### src/rtl/cache_arbiter.sv
// cache_arbiter
// Shares one physical-memory port between the I-cache and the D-cache.
// Grants are serialised and round-robin fair. The winner's address, write
// data and operation are latched at grant time, so the memory side sees
// stable values for the whole transaction.
//
// Ports
//   clk, reset                : system clock, async active-high reset
//   i_pmem_read/address       : I-cache line-fill request (held until resp)
//   i_pmem_rdata/resp         : line data and completion pulse to I-cache
//   d_pmem_read/write/address : D-cache fill / write-back request
//   d_pmem_wdata              : D-cache write-back line
//   d_pmem_rdata/resp         : line data and completion pulse to D-cache
//   pmem_read/write           : memory strobes
//   pmem_address/wdata        : latched transaction address / write data
//   pmem_rdata/resp           : memory read data and completion pulse
//
// state  | meaning
// IDLE   | no transaction; arbitrate among pending requests
// BUSY_I | I-cache transaction on the memory port
// BUSY_D | D-cache transaction on the memory port
module cache_arbiter #(
  parameter int ADDR_WIDTH = 16,
  parameter int LINE_WIDTH = 128
) (
  input  logic                  clk,
  input  logic                  reset,
  input  logic                  i_pmem_read,
  input  logic [ADDR_WIDTH-1:0] i_pmem_address,
  output logic [LINE_WIDTH-1:0] i_pmem_rdata,
  output logic                  i_pmem_resp,
  input  logic                  d_pmem_read,
  input  logic                  d_pmem_write,
  input  logic [ADDR_WIDTH-1:0] d_pmem_address,
  input  logic [LINE_WIDTH-1:0] d_pmem_wdata,
  output logic [LINE_WIDTH-1:0] d_pmem_rdata,
  output logic                  d_pmem_resp,
  output logic                  pmem_read,
  output logic                  pmem_write,
  output logic [ADDR_WIDTH-1:0] pmem_address,
  output logic [LINE_WIDTH-1:0] pmem_wdata,
  input  logic [LINE_WIDTH-1:0] pmem_rdata,
  input  logic                  pmem_resp
);

  typedef enum logic [1:0] {
    IDLE   = 2'd0,
    BUSY_I = 2'd1,
    BUSY_D = 2'd2
  } state_t;

  state_t                state_q, state_d;
  logic                  last_grant_q, last_grant_d;  // 0 = I, 1 = D
  logic [ADDR_WIDTH-1:0] addr_q, addr_d;
  logic [LINE_WIDTH-1:0] wdata_q, wdata_d;
  logic                  op_q, op_d;                  // 0 = read, 1 = write

  logic i_req, d_req, pick_d;

  assign i_req = i_pmem_read;
  assign d_req = d_pmem_read | d_pmem_write;
  // On a tie the side that did not win last time goes next.
  assign pick_d = d_req & (~i_req | ~last_grant_q);

  always_comb begin
    state_d      = state_q;
    last_grant_d = last_grant_q;
    addr_d       = addr_q;
    wdata_d      = wdata_q;
    op_d         = op_q;
    case (state_q)
      IDLE: begin
        if (i_req || d_req) begin
          if (pick_d) begin
            state_d = BUSY_D;
            addr_d  = d_pmem_address;
            // Read+write together is illegal; the write wins so a dirty
            // line is never lost.
            if (d_pmem_write) begin
              wdata_d = d_pmem_wdata;
              op_d    = 1'b1;
            end else begin
              op_d    = 1'b0;
            end
          end else begin
            state_d = BUSY_I;
            addr_d  = i_pmem_address;
            op_d    = 1'b0;
          end
        end
      end
      BUSY_I: begin
        if (pmem_resp) begin
          state_d      = IDLE;
          last_grant_d = 1'b0;
        end
      end
      BUSY_D: begin
        if (pmem_resp) begin
          state_d      = IDLE;
          last_grant_d = 1'b1;
        end
      end
      default: state_d = IDLE;
    endcase
  end

  always_ff @(posedge clk or posedge reset) begin
    if (reset) begin
      state_q      <= IDLE;
      last_grant_q <= 1'b1;
      addr_q       <= '0;
      wdata_q      <= '0;
      op_q         <= 1'b0;
    end else begin
      state_q      <= state_d;
      last_grant_q <= last_grant_d;
      addr_q       <= addr_d;
      wdata_q      <= wdata_d;
      op_q         <= op_d;
    end
  end

  // Strobes decode straight from registers, so an async reset drops them
  // immediately.
  assign pmem_read    = (state_q != IDLE) & ~op_q;
  assign pmem_write   = (state_q != IDLE) &  op_q;
  assign pmem_address = addr_q;
  assign pmem_wdata   = wdata_q;

  assign i_pmem_resp  = (state_q == BUSY_I) & pmem_resp;
  assign d_pmem_resp  = (state_q == BUSY_D) & pmem_resp;
  assign i_pmem_rdata = pmem_rdata;
  assign d_pmem_rdata = pmem_rdata;

endmodule

### config.mk
export PLATFORM = sky130hd
export DESIGN_NAME = cache_arbiter
export DESIGN_NICKNAME = d
export VERILOG_FILES = /design/src/rtl/cache_arbiter.sv
export SDC_FILE = /design/constraint.sdc
export NUM_CORES = 1
export LEC_CHECK = 0
export BUFFER_PORTS_ARGS = -buffer_cell sky130_fd_sc_hd__buf_2
export CELL_PAD_IN_SITES_DETAIL_PLACEMENT = 1
export CELL_PAD_IN_SITES_GLOBAL_PLACEMENT = 1
export CORE_AREA = 2 2 270 272
export CTS_CLUSTER_SIZE = 30
export DETAILED_ROUTE_END_ITERATION = 10
export DIE_AREA = 0 0 272 274
export PLACE_DENSITY = 0.52
export SLEW_MARGIN = 10
export SYNTH_ARGS = -nofsm -noshare
export SYNTH_HDL_FRONTEND = slang
export SYNTH_SLANG_ARGS = --single-unit
### constraint.sdc
create_clock -name clk -period 4.3 [get_ports clk]
set_input_delay 0.215 -clock clk [delete_from_list [all_inputs] [get_ports clk]]
set_output_delay 0.215 -clock clk [all_outputs]
set_load 0.02 [all_outputs]
# Word level (Yosys, flattened, before mapping)
# Index checks and enable logic that the tools add are counted.
# word_totals
input_bits,294
regBits,148
# classes
eq_ne,6
n_mux,10
n_reduce_logical,9
bitwise_logic,10
# ops
cell,count
$mux W16,1
$mux W2,3
$ne A2 B2 Y1 const B,3
$and A1 B1 Y1,5
$mux W1,4
$pmux W2 S2,1
$reduce_and A2 Y1,2
$reduce_and A4 Y1,1
$reduce_bool A2 Y1,2
$not A1 Y1,3
$reduce_and A3 Y1,1
$eq A2 B1 Y1 const B,1
$eq A2 B2 Y1 const B,1
$logic_not A2 Y1,1
$ne A2 B1 Y1 const B,1
$or A1 B1 Y1,2
$pmux W1 S2,1
$reduce_or A2 Y1,1
$logic_or A1 B1 Y1,1

# Logic depth before layout (Yosys ltp)
# Gate-level depths: netlist of the first run.
# logic_depth
depth_word,6
depth_mapped,7
depth_no_buf,5

# Least setup slack after synthesis of the first run
# OpenSTA, ideal clock, no wires.
# synth_path
path_type,reg2reg
startpoint,register state_q[0]
endpoint,register wdata_q[0] (netlist: pmem_wdata[0])
arrival_ns,1.551
stages_incl_launch_ff,8
t_required_ns,4.175
slack_ns,2.624
setup_ns,0.125
n_path_buf,2
path_cell_list,dfrtp_1 -> inv_1 -> ha_1 -> nand2_2 -> a21oi_4 -> buf_12 -> buf_12 -> mux2_4
# synth_via
elab_chain_cells,2
# synth_rtl
element,line,rtl
"start, declared",52,"state_t state_q, state_d;"
"start signal, assigned",116,state_q <= state_d;
$logic_not A2 Y1,71,case (state_q)
$reduce_and A4 Y1 (no line),-,
"end signal, assigned",119,wdata_q <= wdata_d;
"end, declared",55,"logic [LINE_WIDTH-1:0] wdata_q, wdata_d;"
# Every way passes these cells.
# A chain may end at the register's enable or synchronous reset.

# Worst setup path after layout of the first run
# layout_path
startpoint,register state_q[0]
endpoint,register wdata_q[111] (netlist: pmem_wdata[111])
# The elaborated chain is that of the path after synthesis.

==> results.cfg, run 1 <==
[clock_tree]
htreeDepth = 4
cts_buffers = 17
tritoncts = yes
clock-sinks = 148
max-clock-path-buffers = 2
cts.clk_slew.worst_paths_ns = 0.08
clkLatencyLatePin_ns = 0.47
ctsRootBufferMaster = clkbuf_16
post-cts-setup-buffers = 0

[placement]
placed_cell_area_sq_um = 8890
gp_congestion = 0.7003
port_buffers = 313
place_hpwl_microns = 15740
place_inst = 1629

[yosys]
synth.yosys.seq_area_share_pct = 45.16
synthTopCellsByArea = dfrtp_1 45%, buf_4 24%, mux2_4 18%
synth-simple-area-share_pct = 1.312
yosysUniqueCellTypes = 27
ys_ff_latch = 148
synth_fa_ha_area_share_pct = 0.4575
synth_fp_nets = 920
syn_area_per_cell_sq_um = 13.17
synth_area_sq_um = 8204
yosysTopAreaCell = dfrtp_1
synth-async-reset-ratio_pct = 100.0
synth_cells = 623
yosys_warnings = 0
synth-edff-count = 0
synth_top_family_by_area = buffers and inverters
synth_top_area_share_pct = 44.84
synth_compound_area_share_pct = 1.906
yosys.area_share.xor_xnor_pct = 0
synthMuxAreaShare_pct = 24.10
yosys_most_used_dff = dfrtp_1

[route]
drt_first_pass_iters = 4
vias = 5064
ant_nets = 0
routed_wl_microns = 22900
drc = 0
via_per_inst = 2.785
wl_per_cell_microns = 12.60
dr.first_iter.drc_count = 99

[die]
core_area_sq_um = 71970
fp-row-count = 99
die_w_microns = 272
ios = 698
start_util_pct = 11.40
die_area_sq_um = 74530
fp.dieH_microns = 274

[sta]
worst_slew_pin_slew_ns = 0.6595
drv_slew = 0
worst_clock_skew_ns = 0.01524
max_freq_mhz = 412.0
worst_hold_slack_ns = 0.06205
finalSetupTns_ns = 0
finalSetupViolCount = 0
rsz0062_at_grt = false
period_minus_slack_ns = 2.427
fin_crit_sh_pct = 56.44
hold_viol = 0
relSlewSlack_pct = 55.94

[cells_and_area]
multi_input_area_sq_um = 2293
fin_cells = 1818
syn_to_final_growth_pct = 34.31
post-route-cell-area_sq_um = 11020
nFillCells = 8320
drive_above_1_share_pct = 55.78
seqCellArea_sq_um = 3705
nNetsFinal = 1141

[setup_path]
end_kind = flip-flop
critPathKind = flip-flop to flip-flop
crit_end = pmem_wdata[111]
worstSetupStartpointType = flip-flop
crit_required_ns = 4.64
worstReg2RegStart = state_q[0]
cp.arrival_ns = 2.77
crit_path_max_fanout = 55
r2r-end = pmem_wdata[111]
setup.worst_path.start = state_q[0]
r2r.worst_path.cells = 6
reg2reg_slack_ns = 1.87

[pwr]
power.density_nw_per_um2 = 687.6
vdd_drop_max_uv = 258.6
power_leakage_nw = 5.070
p_clk_share_pct = 20.2
comb_power_share_pct = 46.6
sw_frac_of_total_pct = 39.27
p_int_w = 0.004601
p_seq_share_pct = 33.2
switchingPower_w = 0.002975

[status]
run_status = completed

[grt]
grt_max_degree = 64
grt.total_usage_pct = 6.226
grt_remaining_overflow = 0
grt_pass1_vias = 5788
antenna_found_initial = 2
grt_pass1_wl_microns = 34140

[run]
max_cap_viol_count = 0

[hold_path]
worstHoldStart = d_pmem_address[14]
hp-class = input port to flip-flop
==> cells by family after synthesis <==
family	after synthesis
buffers and inverters	279
DFF	148
muxes	144
and+or+nand+nor	25
AOI/OAI and AO/OA	24
adders and majority gates	3
==> cell usage after synthesis (all sizes together) (2+ instances only) <==
library cell	count
inv	4
nor2	2
ha	3
dfrtp	147
buf	274
mux2i	16
nand2	18
o21ai	16
nor3	2
mux2	128
a21o	4
==> final cells by class <==
class	count	area share, %
well taps	959	10.89
multi-input cells	196	20.81
clock buffers	18	3.895
flip-flops and latches	148	33.62
diodes	2	0.04542
clock inverters	14	1.306
repair buffers	477	29.25
inverters	4	0.1817
==> registers in the layout (all words and copies together) (netlist names) <==
name and flops:
state_q 2, last_grant_q 1, pmem_wdata 128, pmem_address 16, op_q 1
==> routing by layer <==
| metal | vias up | part of all wire (%) | GRT usage (%) |
|---|---|---|---|
| met5 | - | 0 | 0 |
| met4 | 0 | 7.2 | 5.697 |
| met3 | 102 | 11 | 3.319 |
| met2 | 320 | 48 | 10.02 |
| met1 | 2403 | 34 | 5.691 |
| li1 | 2239 | - | - |
==> how the worst min path moves through the flow <==
stage | end | slack, ns | depth (start not counted)
finish | pmem_address[14] | 0.06 | 3
global route | pmem_address[14] | 0.04 | 3
CTS | pmem_address[2] | 0.004 | 3
detailed placement | pmem_wdata[45] | 0.33 | 2
global placement | pmem_wdata[45] | 0.32 | 2
floorplan | pmem_wdata[37] | 0.35 | 1
==> timing repair <==
action | CTS | global route
gates resized for setup | 0 | 0
hold buffers | 155 | 0
hold endpoints to repair | 193 | 0
==> placed cells by master, fill, tap and decap left out, types with 2 or more instances in the layout <==
master,n
dlygate4sd3_1,155
buf_4,6
o21ai_0,8
mux2_2,19
o21ai_1,8
clkinv_4,6
dfrtp_1,147
inv_6,4
ha_1,3
nor2_1,2
a21o_1,4
buf_12,3
inv_8,2
inv_1,3
clkbuf_16,17
nor3_1,2
diode_2,2
mux2_1,9
mux2_4,100
mux2i_1,16
buf_2,313
nand2_1,17
==> power groups by stage <==
stage / logic [W] / registers, W / clock network [W]
after floorplan: 0.00191 / 0.00335 / 0
after global placement: 0.00337 / 0.00253 / 0
after detailed placement: 0.00344 / 0.00253 / 0
after CTS: 0.00357 / 0.00253 / 0.00163
after global routing: 0.00376 / 0.00262 / 0.00169
final: 0.00353 / 0.00251 / 0.00153
==> through the flow <==
step | util, % | total power, W | worst slack (ns)
after global placement | 12.35 | 0.005901 | 1.907
after detailed placement | 12.35 | 0.005972 | 1.847
after CTS | 15.30 | 0.007727 | 1.825
after global routing | 15.31 | 0.008068 | 1.712
after floorplan | - | 0.005262 | 0.1070
final | 15.31 | 0.007576 | 1.873
==> worst max-delay path, cell delays in order, from the launching register on <==
cell and delay [ns]:
dfrtp_1 0.40, inv_1 0.09, ha_1 0.30, nand2_2 0.10
a21oi_4 0.52, buf_12 0.39, mux2_4 0.35
(Power assumes the default switching activity.)
==> inputs of run 2 (changes only) <==
ABC_AREA = 1   (was unset)
CORE_AREA = 2 2 275 277   (was 2 2 270 272)
DIE_AREA = 0 0 277 279   (was 0 0 272 274)
PLACE_DENSITY = 0.53   (was 0.52)
clock period = 2.1 ns   (was 4.3 ns; I/O delays follow)
==> results.cfg, run 2 <==
[cells_and_area]
multi_input_area_sq_um = 2306
finalCoreUtilization_pct = 15.50
syn_to_final_growth_pct = 37.22
nNetsFinal = 1493
largest_reg_flops = 128
final_cell_mix = 317 x nand2_1, 313 x buf_2, 160 x dlygate4sd3_1
drive_above_1_share_pct = 31.02
nFillCells = 8827
final_common_cell = nand2_1
seqCellArea_sq_um = 3705

[hold_path]
hold_depth = 5
hp-class = input port to flip-flop
worstHoldStart = d_pmem_address[2]
hold_end = pmem_address[2]

[route]
routed_wl_microns = 35780
dr.first_iter.drc_count = 249
wl_per_cell_microns = 16.41
ant_nets = 0
drc = 0
drt_first_pass_iters = 4
vias = 7488
via_per_inst = 3.433

[yosys]
yosys_most_used_dff = dfrtp_1
ys_ff_latch = 148
synth_fp_nets = 1298
yosys_warnings = 0
syn_area_per_cell_sq_um = 8.358
synth-async-reset-ratio_pct = 100.0
netlist_top_cells_count = 318 x nand2_1, 268 x buf_4, 147 x dfrtp_1
synth.most_common_cell = nand2_1
yosysUniqueCellTypes = 17
synth.yosys.seq_area_share_pct = 44.28
synthTopCellsByArea = dfrtp_1 44%, buf_4 24%, nand2_1 14%
synth_top_area_share_pct = 43.97
yosysTopAreaCell = dfrtp_1
synth_cells = 1001
synth_area_sq_um = 8367
synth-edff-count = 0

[pwr]
p_clk_share_pct = 21.8
sw_frac_of_total_pct = 45.38
comb_power_share_pct = 46.6
power_leakage_nw = 5.843
power.density_nw_per_um2 = 1367
vdd_drop_max_uv = 574.9
switchingPower_w = 0.007121
p_seq_share_pct = 31.6
p_int_w = 0.008570

[setup_path]
crit_required_ns = 2.50
critPathKind = flip-flop to flip-flop
worstReg2RegStart = state_q[0]
setup.worst_path.start = state_q[0]
r2r-end = pmem_address[4]
reg2reg_slack_ns = 0.12
slowest_stage = dlygate4sd3_1
worstSetupStartpointType = flip-flop
crit_buf_inv = 4
crit_path_frequent_cell = inv_1
crit_path_max_fanout = 18
cp.arrival_ns = 2.38
worstPathCellList = inv_1, ha_4, inv_1, a21oi_2, buf_8, nand3_1, dlygate4sd3_1, nand2_1
end_kind = flip-flop
slowest_delay_ns = 0.57
r2r.worst_path.cells = 8
critPathTopFamily = buffers and inverters

[clock_tree]
ctsRootBufferMaster = clkbuf_16
clkLatencyLatePin_ns = 0.47
tritoncts = yes
max-clock-path-buffers = 2
cts.clk_slew.worst_paths_ns = 0.07
cts_buffers = 17
htreeDepth = 4
clock-sinks = 148

[sta]
finalSetupTns_ns = 0
drv_slew = 0
hold_viol = 0
finalSetupViolCount = 0
worst_clock_skew_ns = 0.01814
worst_slew_pin_slew_ns = 0.6471
relSlewSlack_pct = 56.75
period_minus_slack_ns = 1.984
rsz0062_at_grt = false
fin_crit_sh_pct = 94.48
max_freq_mhz = 504.0

[die]
start_util_pct = 11.30
fp-row-count = 100
die_area_sq_um = 77280
ios = 698
die_w_microns = 277
core_area_sq_um = 74070
fp.dieH_microns = 279

[placement]
port_buffers = 313
place_hpwl_microns = 25190
gp_congestion = 0.7622

[status]
run_status = completed

[grt]
grt.met1_usage_pct = 10.02
grt_remaining_overflow = 0
grt_max_degree = 87
grt-busiest-layer = met2
use_met3_pct = 3.824
antenna_found_initial = 3
grt_pass1_wl_microns = 52940
grt.total_usage_pct = 9.295
grtUsageMet2_pct = 15.00
grt_pass1_vias = 8353

[run]
max_cap_viol_count = 0
run 2: repair_timing:
item                       CTS  global route
setup buffers                0             0
setup endpoints to repair    1            14
gates cloned                 0             0
resized for setup            1             3
hold endpoints to repair   160             0
hold buffers               160             0
run 2: per-stage QoR:
stage | hold WS (ns) | setup slack [ns] | total power, W | instances | cell area [sq um]
finish | 0.07761 | 0.1159 | 0.01569 | 2181 | 11480
global route | 0.03465 | 0.004764 | 0.01690 | 2180 | 11480
CTS | 0.01612 | 0.03381 | 0.01609 | 2178 | 11460
detailed placement | 0.2089 | 0.5213 | 0.01206 | 1986 | 9230
global placement | 0.1993 | 0.5374 | 0.01189 | 1986 | 9230
floorplan | 0.2144 | 0.1348 | 0.009653 | 1001 | 8371
run 2: tightest hold or removal path, delay by kind of cell:
family                 cells  cell delay [ns]
buffers and inverters      2             0.15
and+or+nand+nor            3             0.25
run 2: how the worst max path moves through the flow:
stage	to	cells past startpoint
after floorplan	op_q	1
after global placement	pmem_wdata[29]	5
after detailed placement	pmem_wdata[29]	5
after CTS	pmem_address[7]	8
after global routing	pmem_address[5]	8
final	pmem_address[4]	8
run 2: per-layer routing:
layer  up-vias  wire length, microns  part of all wire, %
met4         2                  1983                  5.5
li1       3375                     -                    -
met5         -                    13                0.036
met3       126                  3113                  8.7
met1      3549                 13900                   39
met2       436                 16770                   47
run 2: cells by family (layout without fill, tap and decap cells):
| kind of cell | Yosys count | after routing | synth area share [%] |
|---|---|---|---|
| buffers and inverters | 361 | 569 | 28.73 |
| DFF | 148 | 148 | 44.28 |
| AOI/OAI and AO/OA | 4 | 4 | 0.3739 |
| and+or+nand+nor | 485 | 485 | 26.17 |
| adders and majority gates | 3 | 3 | 0.4487 |
| other | 0 | 3 | 0 |
run 2: power by group through the flow:
stage	Combinational (W)	Clock (W)	Sequential, W
3_5_place_dp	0.00705	0	0.00501
4_1_cts	0.00744	0.00366	0.00499
5_1_grt	0.00798	0.00375	0.00517
2_1_floorplan	0.00310	0	0.00655
3_3_place_gp	0.00692	0	0.00497
6_report	0.00731	0.00342	0.00496
run 2: final cells by class:
| cell class | instances | share of cell area, % |
|---|---|---|
| sequential | 148 | 32.27 |
| timing repair buffer | 494 | 30.15 |
| multi-input combinational | 492 | 20.09 |
| tap | 969 | 10.56 |
| clock buffer | 20 | 3.978 |
| clock inverter | 12 | 1.449 |
| inverter | 43 | 1.439 |
| antenna | 3 | 0.06539 |
==> inputs of run 3 (changes only) <==
MAX_ROUTING_LAYER = met4   (was unset)
==> results.cfg, run 3 (synthesis gave the netlist of run 2 again) <==
[cells_and_area]
largest_reg_flops = 128
syn_to_final_growth_pct = 37.25
nNetsFinal = 1493
drive_above_1_share_pct = 31.02
final_common_cell = nand2_1
final_cell_mix = 317 x nand2_1, 313 x buf_2, 160 x dlygate4sd3_1

[pwr]
switchingPower_w = 0.007113
p_int_w = 0.008570
sw_frac_of_total_pct = 45.36
power_leakage_nw = 5.843
power.density_nw_per_um2 = 1366
comb_power_share_pct = 46.6
p_clk_share_pct = 21.8
total_power_w = 0.01568
vdd_drop_max_uv = 573.8
p_seq_share_pct = 31.6

[route]
drt_first_pass_iters = 5
routed_wl_microns = 35760
dr.first_iter.drc_count = 228
wl_per_cell_microns = 16.39
via_per_inst = 3.418
drc = 0
ant_nets = 0
vias = 7457

[sta]
rsz0062_at_grt = false
hold_viol = 0
fin_crit_sh_pct = 94.72
worst_slew_pin_slew_ns = 0.6575
worst_hold_slack_ns = 0.07645
relSlewSlack_pct = 56.06
drv_slew = 0
finalSetupViolCount = 0
max_freq_mhz = 502.7
period_minus_slack_ns = 1.989
finalSetupTns_ns = 0
worst_clock_skew_ns = 0.01780

[clock_tree]
tritoncts = yes
max-clock-path-buffers = 2
htreeDepth = 4
cts_buffers = 17
ctsRootBufferMaster = clkbuf_16
clock-sinks = 148
post-cts-setup-buffers = 0
clkLatencyLatePin_ns = 0.46
cts.clk_slew.worst_paths_ns = 0.07

[placement]
port_buffers = 313
place_hpwl_microns = 25190
gp_congestion = 0.7723

[grt]
grt_max_degree = 87
grt_pass1_vias = 8352
grt_pass1_wl_microns = 52920
antenna_found_initial = 3
grt.total_usage_pct = 9.564
grt_remaining_overflow = 0

[die]
core_area_sq_um = 74070
die_w_microns = 277
ios = 698
die_area_sq_um = 77280
start_util_pct = 11.30
fp.dieH_microns = 279
fp-row-count = 100

[setup_path]
crit_path_max_fanout = 18
crit_required_ns = 2.50
worstSetupStartpointType = flip-flop
critPathKind = flip-flop to flip-flop
cp.arrival_ns = 2.39
end_kind = flip-flop

[status]
run_status = completed

[run]
max_cap_viol_count = 0

[hold_path]
hp-class = input port to flip-flop
==> run 3: cell types whose count changed in the layout (fill, tap and decap cells not counted) <==
cell     previous run  this run
diode_2             3         4
==> run 3: layout make-up <==
| cell class | count | area (sq um) |
|---|---|---|
| clock inverter | 12 | 166.4 |
| antenna | 4 | 10.01 |
| sequential | 148 | 3705 |
| multi-input combinational | 492 | 2306 |
| tap | 969 | 1212 |
| timing repair buffer | 494 | 3462 |
| fill | 8828 | 62590 |
| inverter | 43 | 165.2 |
| clock buffer | 20 | 456.7 |
==> run 3: worst paths after layout <==
check	slack (ns)	from	depth (start not counted)	end
worst max-delay path	0.11	state_q[0]	8	pmem_address[4]
worst min-delay path	0.08	d_pmem_address[2]	5	pmem_address[2]
worst max register to register	0.11	state_q[0]	8	pmem_address[4]
worst min register to register	0.47	pmem_wdata[51]	2	pmem_wdata[51]
max in group asynchronous	1.12	reset	4	last_grant_q
min in group asynchronous	0.22	reset	3	pmem_wdata[51]
==> run 3: power groups by stage <==
stage          clock [W]  sequential (W)  combinational [W]
2_1_floorplan          0         0.00655            0.00310
3_3_place_gp           0         0.00497            0.00692
3_5_place_dp           0         0.00501            0.00705
4_1_cts          0.00366         0.00499            0.00744
5_1_grt          0.00375         0.00517            0.00798
6_report         0.00341         0.00496            0.00731
==> run 3: layer usage <==
layer  track usage, %  vias up  share of wire [%]
met5                -        -                  0
met4            6.173        0                5.5
met3            3.657      122                8.2
met2            14.97      442                 47
met1            10.13     3518                 40
li1                 -     3375                  -
==> run 3: repair_timing <==
action	CTS	global route
hold buffers	160	0
endpoints found under the hold margin	160	0
resized for setup	1	3
endpoints found under the setup margin	1	14
==> run 3: through the flow <==
stage / util [%] / setup slack (ns) / std cells / cell area, sq um
6_report: 15.50 / 0.1108 / 2182 / 11480
5_1_grt: 15.50 / 0.004764 / 2181 / 11480
4_1_cts: 15.47 / 0.03381 / 2178 / 11460
3_5_place_dp: 12.46 / 0.5213 / 1986 / 9230
3_3_place_gp: 12.46 / 0.5374 / 1986 / 9230
2_1_floorplan: - / 0.1348 / 1001 / 8371
==> run 3: worst max-delay path, cell delays in order (launching register included) <==
cell and delay [ns]:
dfrtp_1 0.41, inv_1 0.13, ha_4 0.23, inv_1 0.07, a21oi_2 0.14, buf_8 0.20, nand3_1 0.08, dlygate4sd3_1 0.58
nand2_1 0.07
